--- src/rtl/rv_mem_arb_pkg.sv ---
// Shared types for the BRAM port arbiter: requester encoding, fetch NOP
// constant and the in-flight read tag record.
package rv_mem_arb_pkg;

  typedef enum logic {
    SRC_IF = 1'b0,
    SRC_D  = 1'b1
  } src_e;

  localparam logic [31:0] RV_NOP = 32'h00000013;

  typedef struct packed {
    logic valid;
    src_e src;
    logic oor;
  } tag_t;

  localparam tag_t TAG_IDLE = '{valid: 1'b0, src: SRC_IF, oor: 1'b0};

endpackage

--- src/rtl/arb_tag_pipe.sv ---
// LAT-deep shift register of read tags; the tail stage lines up with the
// BRAM read data of the access that pushed it.
module arb_tag_pipe
  import rv_mem_arb_pkg::*;
#(
  parameter int LAT = 2
) (
  input  logic clk,
  input  logic rst_n,
  input  tag_t push,
  output tag_t tail,
  output logic busy
);

  tag_t stages [LAT];

  always_ff @(posedge clk or negedge rst_n) begin
    if (!rst_n) begin
      for (int unsigned i = 0; i < LAT; i++) begin
        stages[i] <= TAG_IDLE;
      end
    end else begin
      stages[0] <= push;
      for (int unsigned i = 1; i < LAT; i++) begin
        stages[i] <= stages[i-1];
      end
    end
  end

  assign tail = stages[LAT-1];

  always_comb begin
    busy = 1'b0;
    for (int unsigned i = 0; i < LAT; i++) begin
      busy = busy | stages[i].valid;
    end
  end

endmodule

--- src/rtl/rv_bram_port_arbiter.sv ---
// Arbitrates the fetch and data ports onto one fixed-latency BRAM, with
// starvation-limited data priority and tag-steered read responses.
module rv_bram_port_arbiter
  import rv_mem_arb_pkg::*;
#(
  parameter int ADDR_W     = 32,
  parameter int DATA_W     = 32,
  parameter int LAT        = 2,
  parameter int DEPTH      = 256,
  parameter int STARVE_MAX = 4
) (
  input  logic                     clk,
  input  logic                     rst_n,
  input  logic                     if_req,
  input  logic [ADDR_W-1:0]        if_addr,
  output logic                     if_gnt,
  output logic                     if_rvalid,
  output logic [DATA_W-1:0]        if_rdata,
  input  logic                     d_req,
  input  logic                     d_we,
  input  logic [ADDR_W-1:0]        d_addr,
  input  logic [DATA_W-1:0]        d_wdata,
  output logic                     d_gnt,
  output logic                     d_rvalid,
  output logic [DATA_W-1:0]        d_rdata,
  output logic                     bram_en,
  output logic                     bram_we,
  output logic [$clog2(DEPTH)-1:0] bram_addr,
  output logic [DATA_W-1:0]        bram_wdata,
  input  logic [DATA_W-1:0]        bram_rdata,
  output logic                     busy
);

  localparam int AW    = $clog2(DEPTH);
  localparam int WW    = ADDR_W - 2;
  localparam int CNT_W = (STARVE_MAX > 0) ? $clog2(STARVE_MAX + 1) : 1;

  localparam logic [CNT_W-1:0]  STARVE_LIM = CNT_W'(STARVE_MAX);
  localparam logic [ADDR_W-1:0] DEPTH_LIM  = ADDR_W'(DEPTH);

  generate
    if (LAT < 1 || LAT > 4) begin : g_bad_lat
      $error("rv_bram_port_arbiter: LAT must be 1..4");
    end
  endgenerate

  logic [WW-1:0]    if_word;
  logic [WW-1:0]    d_word;
  logic             if_oor;
  logic             d_oor;
  logic             force_if;
  logic             if_win;
  logic             d_win;
  logic             any_win;
  logic             sel_oor;
  logic [WW-1:0]    sel_word;
  logic [CNT_W-1:0] starve_cnt;
  tag_t             push;
  tag_t             tail;
  logic             unused_addr_lsbs;

  assign if_word = if_addr[ADDR_W-1:2];
  assign d_word  = d_addr[ADDR_W-1:2];
  assign if_oor  = {2'b00, if_word} >= DEPTH_LIM;
  assign d_oor   = {2'b00, d_word} >= DEPTH_LIM;

  // Byte offset within a word plays no part in a word-wide BRAM access.
  assign unused_addr_lsbs = ^{if_addr[1:0], d_addr[1:0]};

  // Grants are gated by rst_n so every output reads 0 while reset is held.
  always_comb begin
    force_if = (STARVE_MAX != 0) && (starve_cnt == STARVE_LIM);
    d_win    = rst_n && d_req && !(if_req && force_if);
    if_win   = rst_n && if_req && !d_win;
    any_win  = d_win || if_win;
    sel_word = d_win ? d_word : if_word;
    sel_oor  = d_win ? d_oor : if_oor;
  end

  assign if_gnt = if_win;
  assign d_gnt  = d_win;

  always_comb begin
    bram_en    = any_win && !sel_oor;
    bram_we    = d_win && d_we && !d_oor;
    bram_addr  = any_win ? sel_word[AW-1:0] : '0;
    bram_wdata = (d_win && d_we) ? d_wdata : '0;
  end

  always_comb begin
    push = TAG_IDLE;
    if (if_win) begin
      push = '{valid: 1'b1, src: SRC_IF, oor: if_oor};
    end else if (d_win && !d_we) begin
      push = '{valid: 1'b1, src: SRC_D, oor: d_oor};
    end
  end

  always_ff @(posedge clk or negedge rst_n) begin
    if (!rst_n) begin
      starve_cnt <= '0;
    end else if (if_req && d_win) begin
      if (starve_cnt != STARVE_LIM) begin
        starve_cnt <= starve_cnt + CNT_W'(1);
      end
    end else begin
      starve_cnt <= '0;
    end
  end

  arb_tag_pipe #(
    .LAT(LAT)
  ) u_tag_pipe (
    .clk  (clk),
    .rst_n(rst_n),
    .push (push),
    .tail (tail),
    .busy (busy)
  );

  always_comb begin
    if_rvalid = tail.valid && (tail.src == SRC_IF);
    d_rvalid  = tail.valid && (tail.src == SRC_D);
    if_rdata  = '0;
    d_rdata   = '0;
    if (if_rvalid) begin
      if_rdata = tail.oor ? DATA_W'(RV_NOP) : bram_rdata;
    end
    if (d_rvalid) begin
      d_rdata = tail.oor ? '0 : bram_rdata;
    end
  end

endmodule

--- config.mk ---
export PLATFORM = sky130hd
export DESIGN_NAME = rv_bram_port_arbiter
export DESIGN_NICKNAME = d
export VERILOG_FILES = /design/src/rtl/rv_mem_arb_pkg.sv /design/src/rtl/arb_tag_pipe.sv /design/src/rtl/rv_bram_port_arbiter.sv
export SDC_FILE = /design/constraint.sdc
export NUM_CORES = 1
export LEC_CHECK = 0
export ABC_AREA = 1
export CAP_MARGIN = 10
export CELL_PAD_IN_SITES_DETAIL_PLACEMENT = 1
export CELL_PAD_IN_SITES_GLOBAL_PLACEMENT = 1
export CORE_MARGIN = 3
export CORE_UTILIZATION = 12
export DETAILED_ROUTE_END_ITERATION = 16
export PLACE_DENSITY = 0.86
export REMOVE_ABC_BUFFERS = 1
export SYNTH_ARGS = -nofsm -noshare
export SYNTH_HDL_FRONTEND = slang
export SYNTH_SLANG_ARGS = --single-unit
--- constraint.sdc ---
create_clock -name clk -period 2.05 [get_ports clk]
set_input_delay 0.205 -clock clk [delete_from_list [all_inputs] [get_ports clk]]
set_output_delay 0.205 -clock clk [all_outputs]
set_load 0.05 [all_outputs]
* Word-level counts from Yosys, hierarchy flattened
Index checks and enable logic that the tools add are counted.
Storage, ports and cells: register bits 9, bits of input ports 133, logic and storage cells 45
Cells by class: add/subtract/negate cells 1, $lt $le $gt $ge 2, equality and inequality tests 3, multiplexer cells 12, bitwise operators 2, reductions and logical operators 18
Operators with widths (count):
- $mux 32 | 5
- $ge 30x9->1 const B | 2
- $mux 8 | 2
- $logic_and 1x1->1 | 12
- $mux 3 | 4
- $logic_not 1->1 | 5
- $add 3x1->3 const B | 1
- $eq 3x3->1 const B | 1
- $ne 3x3->1 const B | 1
- $ne 2x1->1 const B | 1
- $logic_or 1x1->1 | 1
- $mux 1 | 1
- $not 1->1 | 1
- $or 1x1->1 | 1

* Logic depth before layout (Yosys ltp)
Gate-level depths: netlist (run 1).
depth after elaboration 8, mapped depth 8, depth with buffers taken out 7

* By module
A second synthesis (run 1) with hierarchy kept.
Second synthesis, totals: cells, all modules 288, area total of the unflattened synthesis 1428.9 µm²
By module, submodules not included:
- rv_bram_port_arbiter | times used 1, cells an instance 276, area an instance 1244.9 µm², seq. area each 75.1 µm²
- arb_tag_pipe | times used 1, cells an instance 12, area an instance 183.9 µm², seq. area each 150.1 µm²

* Worst setup path before layout (run 1)
No wires, ideal clock.
kind flip-flop to output port, start point register u_tag_pipe.stages (netlist bit u_tag_pipe.tail[1]), end point output if_rdata[24], data arrival time 2.183 ns, required time 1.845 ns, setup slack -0.338 ns, cell stages (with the launch flop) 5, path through dfrtp_1 nor2_2 inv_2 buf_2 nor3_1
On the way: longest elaborated chain between the ends 3
RTL lines:
- from (decl) | line arb_tag_pipe.sv:15 | tag_t stages [LAT];
- from (signal, indexed assignment) | line arb_tag_pipe.sv:25 | stages[i] <= stages[i-1];
- $not 1->1 | line rv_bram_port_arbiter.sv:122 | if_rvalid = tail.valid && (tail.src == SRC_IF);
- $logic_and 1x1->1 | line rv_bram_port_arbiter.sv:122
- net if_rvalid | line rv_bram_port_arbiter.sv:17 | output logic if_rvalid,
- $mux 32 | line rv_bram_port_arbiter.sv:126 | if (if_rvalid) begin
- to (decl) | line rv_bram_port_arbiter.sv:18 | output logic [DATA_W-1:0] if_rdata,
The timed path passes the listed nets, and every way through them passes these cells.

* Worst setup path after layout (run 1)
start point register starve_cnt[0], end point output bram_wdata[31]
On the way: longest elaborated chain between the ends 6
RTL lines:
- from (decl) | line rv_bram_port_arbiter.sv:57 | logic [CNT_W-1:0] starve_cnt;
- from (signal assigned) | line rv_bram_port_arbiter.sv:104 | starve_cnt <= starve_cnt + CNT_W'(1);
- $eq 3x3->1 | line rv_bram_port_arbiter.sv:72 | force_if = (STARVE_MAX != 0) && (starve_cnt == STARVE_LIM);
- $logic_and 1x1->1 | line rv_bram_port_arbiter.sv:73 | d_win = rst_n && d_req && !(if_req && force_if);
- $logic_not 1->1 | line rv_bram_port_arbiter.sv:73
- $logic_and 1x1->1 | line rv_bram_port_arbiter.sv:73
- $logic_and 1x1->1 | line rv_bram_port_arbiter.sv:87 | bram_wdata = (d_win && d_we) ? d_wdata : '0;
- $mux 32 | line rv_bram_port_arbiter.sv:87
- to (decl) | line rv_bram_port_arbiter.sv:29 | output logic [DATA_W-1:0] bram_wdata,
No other way between the ends.

==> impl_metrics.csv, run 1 <==
group,metric,value,unit
worst_setup_path,r2r_slack,0.57,ns
global_routing,use_met3,4.67,%
floorplanning,num_rows,38,
global_routing,grt_pass1_wl,14500,microns
global_routing,grtUsageTotal,13.9,%
synthesis,ys_ff_latch,9,
floorplanning,coreArea,0.0111,sq mm
synthesis,synth.area.top_cells,"nor2_1 26%, inv_1 19%, dfrtp_1 16%",
synthesis,synth-seq-area-share,16.2,%
sta,whs,0.299,ns
floorplanning,fp.dieH,114,microns
synthesis,synth_area_leader_cell,"nor2_1",
sta,drv_slew,0,
status,status,"finished, final reports clean",
hold_path,hold_class,"input port to async pin",
floorplanning,pin_count,244,
worst_setup_path,r2r_start,"starve_cnt[0]",
detailed_routing,ant_nets,0,
sta,worstMarginPinSlew,0.538,ns
job,cap_violations,0,
worst_setup_path,reg2reg_depth,8,
synthesis,avgSynthCellArea,4.93,sq um
worst_setup_path,critPathMaxFanout,16,
global_routing,grt_start_max_net_pins,33,
floorplanning,fp.dieArea,0.0129,sq mm
worst_setup_path,worstPathArrival,1.83,ns
global_routing,top_usage_layer,"met2",
finish,area_growth,246,%
pwr,power_density,319,mW/mm^2
clocking,numCtsBuffers,3,
worst_setup_path,cp.required,1.85,ns
place,place_congestion,0.779,
floorplanning,initial_core_util,12.6,%
worst_setup_path,endpoint_kind,"primary output",
finish,nets,656,
pwr,p_leak,2.27,nW
place,port-buffer-count,239,
place,dpl_cell_area,0.00461,sq mm
place,dpl.hpwl,8630,microns
finish,finalInstanceArea,0.00482,sq mm
sta,setup_violations,0,
worst_setup_path,crit_type,"register to primary output",
clocking,cts_hold_buf,0,
clocking,h-tree-depth,1,
clocking,clockRootBuffer,"clkbuf_16",
worst_setup_path,reg2reg_to,"starve_cnt[2]",
clocking,cts.sinks,9,
detailed_routing,firstDrtPassIters,4,
sta,fin_crit_sh,99.4,%
clocking,clockBufferDepth,2,
sta,hold_viol,0,
detailed_routing,drt-initial-drc-count,84,
sta,rsz0062_at_grt,"yes",
detailed_routing,drc,0,
floorplanning,fp.dieW,114,microns
global_routing,grtUsageMet1,13.3,%
worst_setup_path,critPathLaunchType,"register",
global_routing,antenna_found_initial,0,
detailed_routing,wl_per_cell,14.9,microns
global_routing,first_global_vias,2929,
clocking,cts_tree,"yes",
sta,relSlewSlack,64.1,%
synthesis,synth_cell_type_count,20,
global_routing,overflow,0,
detailed_routing,drt_wl_total,9840,microns
synthesis,synth_top_cell_area_share,25.6,%
finish,drive_above_1_share,31.0,%
synthesis,synthesis.area,0.00139,sq mm
sta,post-route-min-period,2.04,ns
finish,n_antenna_cell,0,
detailed_routing,viasPerCell,4.00,
clocking,clk_pin_slew,0.04,ns
synthesis,yosysWarnings,0,
synthesis,syn_inst,283,
global_routing,use_met2,28.1,%
detailed_routing,vias,2641,
sta,skew,0.00173,ns
clocking,clk_latency,0.23,ns
sta,fmax,491,MHz
pwr,total_power,1.54,mW
pwr,irDropWorstVdd,0.264,mV
[worst max-delay path by stage]
stage | from | endpoint | slack, ns | depth (start not counted)
final | starve_cnt[0] | bram_wdata[31] | 0.01 | 8
after global routing | starve_cnt[0] | bram_wdata[31] | -0.07 | 8
after CTS | starve_cnt[0] | bram_wdata[27] | -0.04 | 8
after detailed placement | rst_n | bram_wdata[3] | 0.06 | 8
after global placement | rst_n | bram_wdata[14] | 0.12 | 8
after floorplan | u_tag_pipe.tail[1] | if_rdata[10] | -0.42 | 3
[cell usage in the layout, fill, tap and decap left out]
master,instances
nor2_4,3
or2_2,3
clkdlybuf4s50_1,131
nor2_1,62
nand2_1,44
xnor2_1,1
nor2_2,31
a21oi_2,1
inv_2,1
nand3_1,3
nor3_1,29
clkbuf_16,3
nand2_8,2
a21oi_1,3
or2_1,1
buf_4,38
buf_12,77
inv_1,72
dfrtp_1,9
ha_1,2
clkinv_2,1
inv_4,1
nand4_1,2
[stage by stage]
step                      cells  setup TNS, ns  util (%)  worst slack, ns
after floorplan             269         -24.39         -           -0.422
after global placement      655              0      41.6            0.124
after detailed placement    655              0      41.6           0.0636
after CTS                   659         -0.641      42.7          -0.0438
after global routing        660          -1.32      43.5          -0.0655
final                       660              0      43.5           0.0124
[routing by layer]
layer | wire (microns) | up-vias
li1 | - | 1280
met1 | 3160 | 1175
met2 | 5230 | 176
met3 | 1290 | 10
met4 | 163 | 0
met5 | 0 | -
[power by group]
part | internal (mW) | switching (mW) | leakage, nW
combinational | 0.507 | 0.501 | 2.11
clock | 0.257 | 0.0817 | 0.0409
sequential | 0.187 | 0.00435 | 0.119
[logic make-up (layout without fill, tap and decap cells)]
kind of cell,count (synthesis),in the layout,share of synthesized area [%]
adder cells (fa/ha/maj),2,2,1.80
buffers and inverters,88,324,26.8
AO/OA/AOI/OAI,4,4,1.71
AND/OR/NAND/NOR,179,180,52.9
flip-flops,9,9,16.2
XOR/XNOR,1,1,0.628
[cell usage after synthesis]
library cell,instances
nor3_1,29
inv_1,72
nand4_1,2
clkbuf_1,1
nand2_1,44
or2_2,3
xnor2_1,1
a21oi_2,1
inv_2,2
ha_1,2
buf_2,8
buf_4,1
a21oi_1,3
or2_1,1
dfrtp_1,9
nand3_1,3
nor2_2,1
buf_6,4
nand2_4,1
nor2_1,95
[final cells by class]
class | instances | area, sq um
clock buffers | 3 | 75.1
clock inverters | 1 | 5.00
fillers | 1306 | 6260
inverters | 74 | 280
multi-input cells | 187 | 921
flip-flops and latches | 9 | 225
well taps | 140 | 175
repair buffers | 246 | 3140
[timing repair]
action                                  4_1_cts  5_1_grt
buffers inserted                              0        0
resized for setup                            14       25
endpoints found under the setup margin       32       33
pin swaps                                     0        1
cloned                                        0        1
[registers in the layout (all words and copies together), names as in the netlist]
| signal | count |
|---|---|
| u_tag_pipe.tail | 3 |
| starve_cnt | 3 |
| u_tag_pipe.stages | 3 |
[worst max-delay path, stage by stage, from the launching register on]
cell and delay, ns:
dfrtp_1 0.38, inv_1 0.07, ha_1 0.21, nand3_1 0.12, nand2_1 0.12, inv_4 0.17
nand2_8 0.16, nor2_2 0.21, buf_12 0.16
Power figures use the tool's default switching activity.
==> inputs of run 2 (changes only) <==
Settings changed: PLACE_DENSITY 0.86 to 0.84, SYNTH_HIERARCHICAL set to 1.
==> run 2 against run 1 <==
Compared with the run above: routed wire length shrank 1.1%; combinational power is essentially flat; synthesized area increased by 2.5%; final cell count grew 1.2%; clock power hardly changed; sequential cell count stayed put; first-iteration DRC count decreased by 27%; largest cell class unchanged.
==> impl_metrics.csv, run 2 <==
group,metric,value,unit
floorplanning,initial_core_util,12.4,%
synthesis,synth.area.top_cells,"nor2_1 24%, inv_1 19%, dfrtp_1 16%",
worst_setup_path,endpoint_kind,"primary output",
place,pre_cts_slack,0.0615,ns
sta,fin_crit_sh,94.4,%
sta,worstMarginPinSlew,0.548,ns
worst_setup_path,r2r_slack,0.63,ns
synthesis,syn_inst,288,
synthesis,synth_cell_type_count,21,
synthesis,synth_area_leader_cell,"nor2_1",
pwr,irDropWorstVdd,0.221,mV
synthesis,synth_ff_type,"dfrtp_1",
synthesis,avgSynthCellArea,4.96,sq um
floorplanning,fp.dieW,115,microns
sta,skew,0.000321,ns
global_routing,grt_pass1_wl,14000,microns
place,dpl.hpwl,8660,microns
worst_setup_path,crit_type,"register to primary output",
finish,layout_common_cells,"131 x clkdlybuf4s50_1, 78 x buf_12, 74 x inv_1, 72 x nor2_1, 43 x nand2_1",
finish,fin_util,42.1,%
clocking,clk_latency,0.23,ns
finish,n_antenna_cell,0,
clocking,clk_pin_slew,0.04,ns
synthesis,synthesis.area,0.00143,sq mm
clocking,clockRootBuffer,"clkbuf_16",
pwr,p_comb_share,65.5,%
sta,drv_slew,0,
pwr,internal_power,0.960,mW
clocking,numCtsBuffers,3,
detailed_routing,wl_per_cell,14.6,microns
floorplanning,fp.dieH,115,microns
worst_setup_path,crit_end,"bram_wdata[15]",
clocking,cts_tree,"yes",
detailed_routing,viasPerCell,3.97,
worst_setup_path,worstPathArrival,1.73,ns
global_routing,overflow,0,
job,cap_violations,0,
sta,fin_setup_tns,0,ns
sta,setup_violations,0,
hold_path,hold_class,"input port to async pin",
finish,final_cells,668,
finish,drive_above_1_share,29.5,%
worst_setup_path,reg2reg_depth,9,
pwr,total_power,1.54,mW
worst_setup_path,critPathMaxFanout,32,
detailed_routing,firstDrtPassIters,4,
clocking,cts.sinks,9,
pwr,clock_power_share,22.1,%
worst_setup_path,cp-startpoint,"starve_cnt[0]",
global_routing,grtUsageTotal,13.1,%
synthesis,synth_top_cell_area_share,24.4,%
finish,area_growth,239,%
global_routing,first_global_vias,2931,
sta,fmax,517,MHz
place,place_congestion,0.706,
place,dpl_cell_area,0.00463,sq mm
sta,post-route-min-period,1.94,ns
place,dp_cells,659,
sta,whs,0.331,ns
worst_setup_path,reg2reg_to,"starve_cnt[2]",
place,port-buffer-count,239,
detailed_routing,ant_nets,0,
clocking,cts_hold_buf,0,
sta,relSlewSlack,63.4,%
pwr,p_sw_share,37.8,%
synthesis,synthTopCellsByCount,"93 x nor2_1, 74 x inv_1, 44 x nand2_1, 29 x nor3_1, 9 x dfrtp_1",
worst_setup_path,r2r_start,"starve_cnt[1]",
global_routing,grt_start_max_net_pins,33,
finish,finalInstanceArea,0.00484,sq mm
floorplanning,pin_count,244,
synthesis,synth-seq-area-share,15.8,%
detailed_routing,drt_wl_total,9730,microns
finish,nets,661,
floorplanning,coreArea,0.0115,sq mm
detailed_routing,drt-initial-drc-count,61,
sta,timing.final.ws_setup,0.115,ns
pwr,power_density,319,mW/mm^2
clocking,h-tree-depth,1,
sta,hold_viol,0,
floorplanning,num_rows,39,
synthesis,yosysMostFrequentCell,"nor2_1",
worst_setup_path,cp.required,1.85,ns
finish,final_common_cell,"clkdlybuf4s50_1",
pwr,p_seq_share,12.4,%
worst_setup_path,critPathLaunchType,"register",
status,status,"finished, final reports clean",
pwr,p_leak,2.31,nW
synthesis,async_flop_share,100,%
clocking,clockBufferDepth,2,
floorplanning,fp.dieArea,0.0133,sq mm
global_routing,antenna_found_initial,0,
synthesis,ys_ff_latch,9,
synthesis,yosysWarnings,6,
detailed_routing,vias,2649,
synthesis,synth_edf_count,0,
detailed_routing,drc,0,
pwr,switchingPower,0.584,mW
[run 2: worst min-delay path by stage]
stage / to / from / cells after the start / slack, ns
after CTS: u_tag_pipe/tail[2] / rst_n / 2 / 0.34
final: u_tag_pipe/stages[4] / rst_n / 2 / 0.33
after detailed placement: u_tag_pipe/tail[0] / u_tag_pipe/stages[3] / 0 / 0.34
after global routing: u_tag_pipe/stages[4] / rst_n / 2 / 0.36
after global placement: u_tag_pipe/tail[1] / u_tag_pipe/stages[4] / 0 / 0.33
after floorplan: starve_cnt[0] / rst_n / 0 / -0.09
[run 2: layer usage]
layer	vias to the layer above	share of wire (%)	GRT usage [%]
met5	-	0	0
met4	0	1.8	2.97
met1	1178	33	12.3
li1	1287	-	-
met3	13	11	3.74
met2	171	54	27.5
[run 2: repair_timing]
action	4_1_cts	5_1_grt
setup buffers	0	4
cloned	0	1
endpoints found under the setup margin	7	42
gates resized for setup	2	24
pin swaps	0	1
[run 2: cell type report]
| type | count | area (sq um) |
|---|---|---|
| fillers | 1361 | 6670 |
| well taps | 143 | 179 |
| clock buffers | 4 | 78.8 |
| repair buffers | 250 | 3200 |
| inverters | 76 | 288 |
| flip-flops and latches | 9 | 225 |
| multi-input cells | 186 | 876 |
[run 2: cell families (layout without fill, tap and decap cells)]
family                   after synthesis  after routing  synth area share (%)
buffers and inverters                 93            330                  28.3
AND/OR/NAND/NOR                      179            179                  51.9
XOR/XNOR                               1              1                 0.613
adder cells (fa/ha/maj)                2              2                  1.75
flip-flops                             9              9                  15.8
AO/OA/AOI/OAI                          4              4                  1.66
[run 2: power groups by stage]
stage	registers [mW]	clock network (mW)	logic [mW]
after global placement	0.193	0	0.975
after CTS	0.192	0.350	0.999
final	0.191	0.341	1.01
after global routing	0.192	0.358	1.07
after floorplan	0.201	0	0.374
after detailed placement	0.194	0	0.995
[run 2: critical path, stage by stage (launching register included)]
cell     delay, ns
dfrtp_1       0.34
inv_1         0.05
ha_1          0.20
nand3_2       0.11
nand2_2       0.08
inv_4         0.10
nand2_8       0.17
nor2_1        0.25
buf_12        0.17
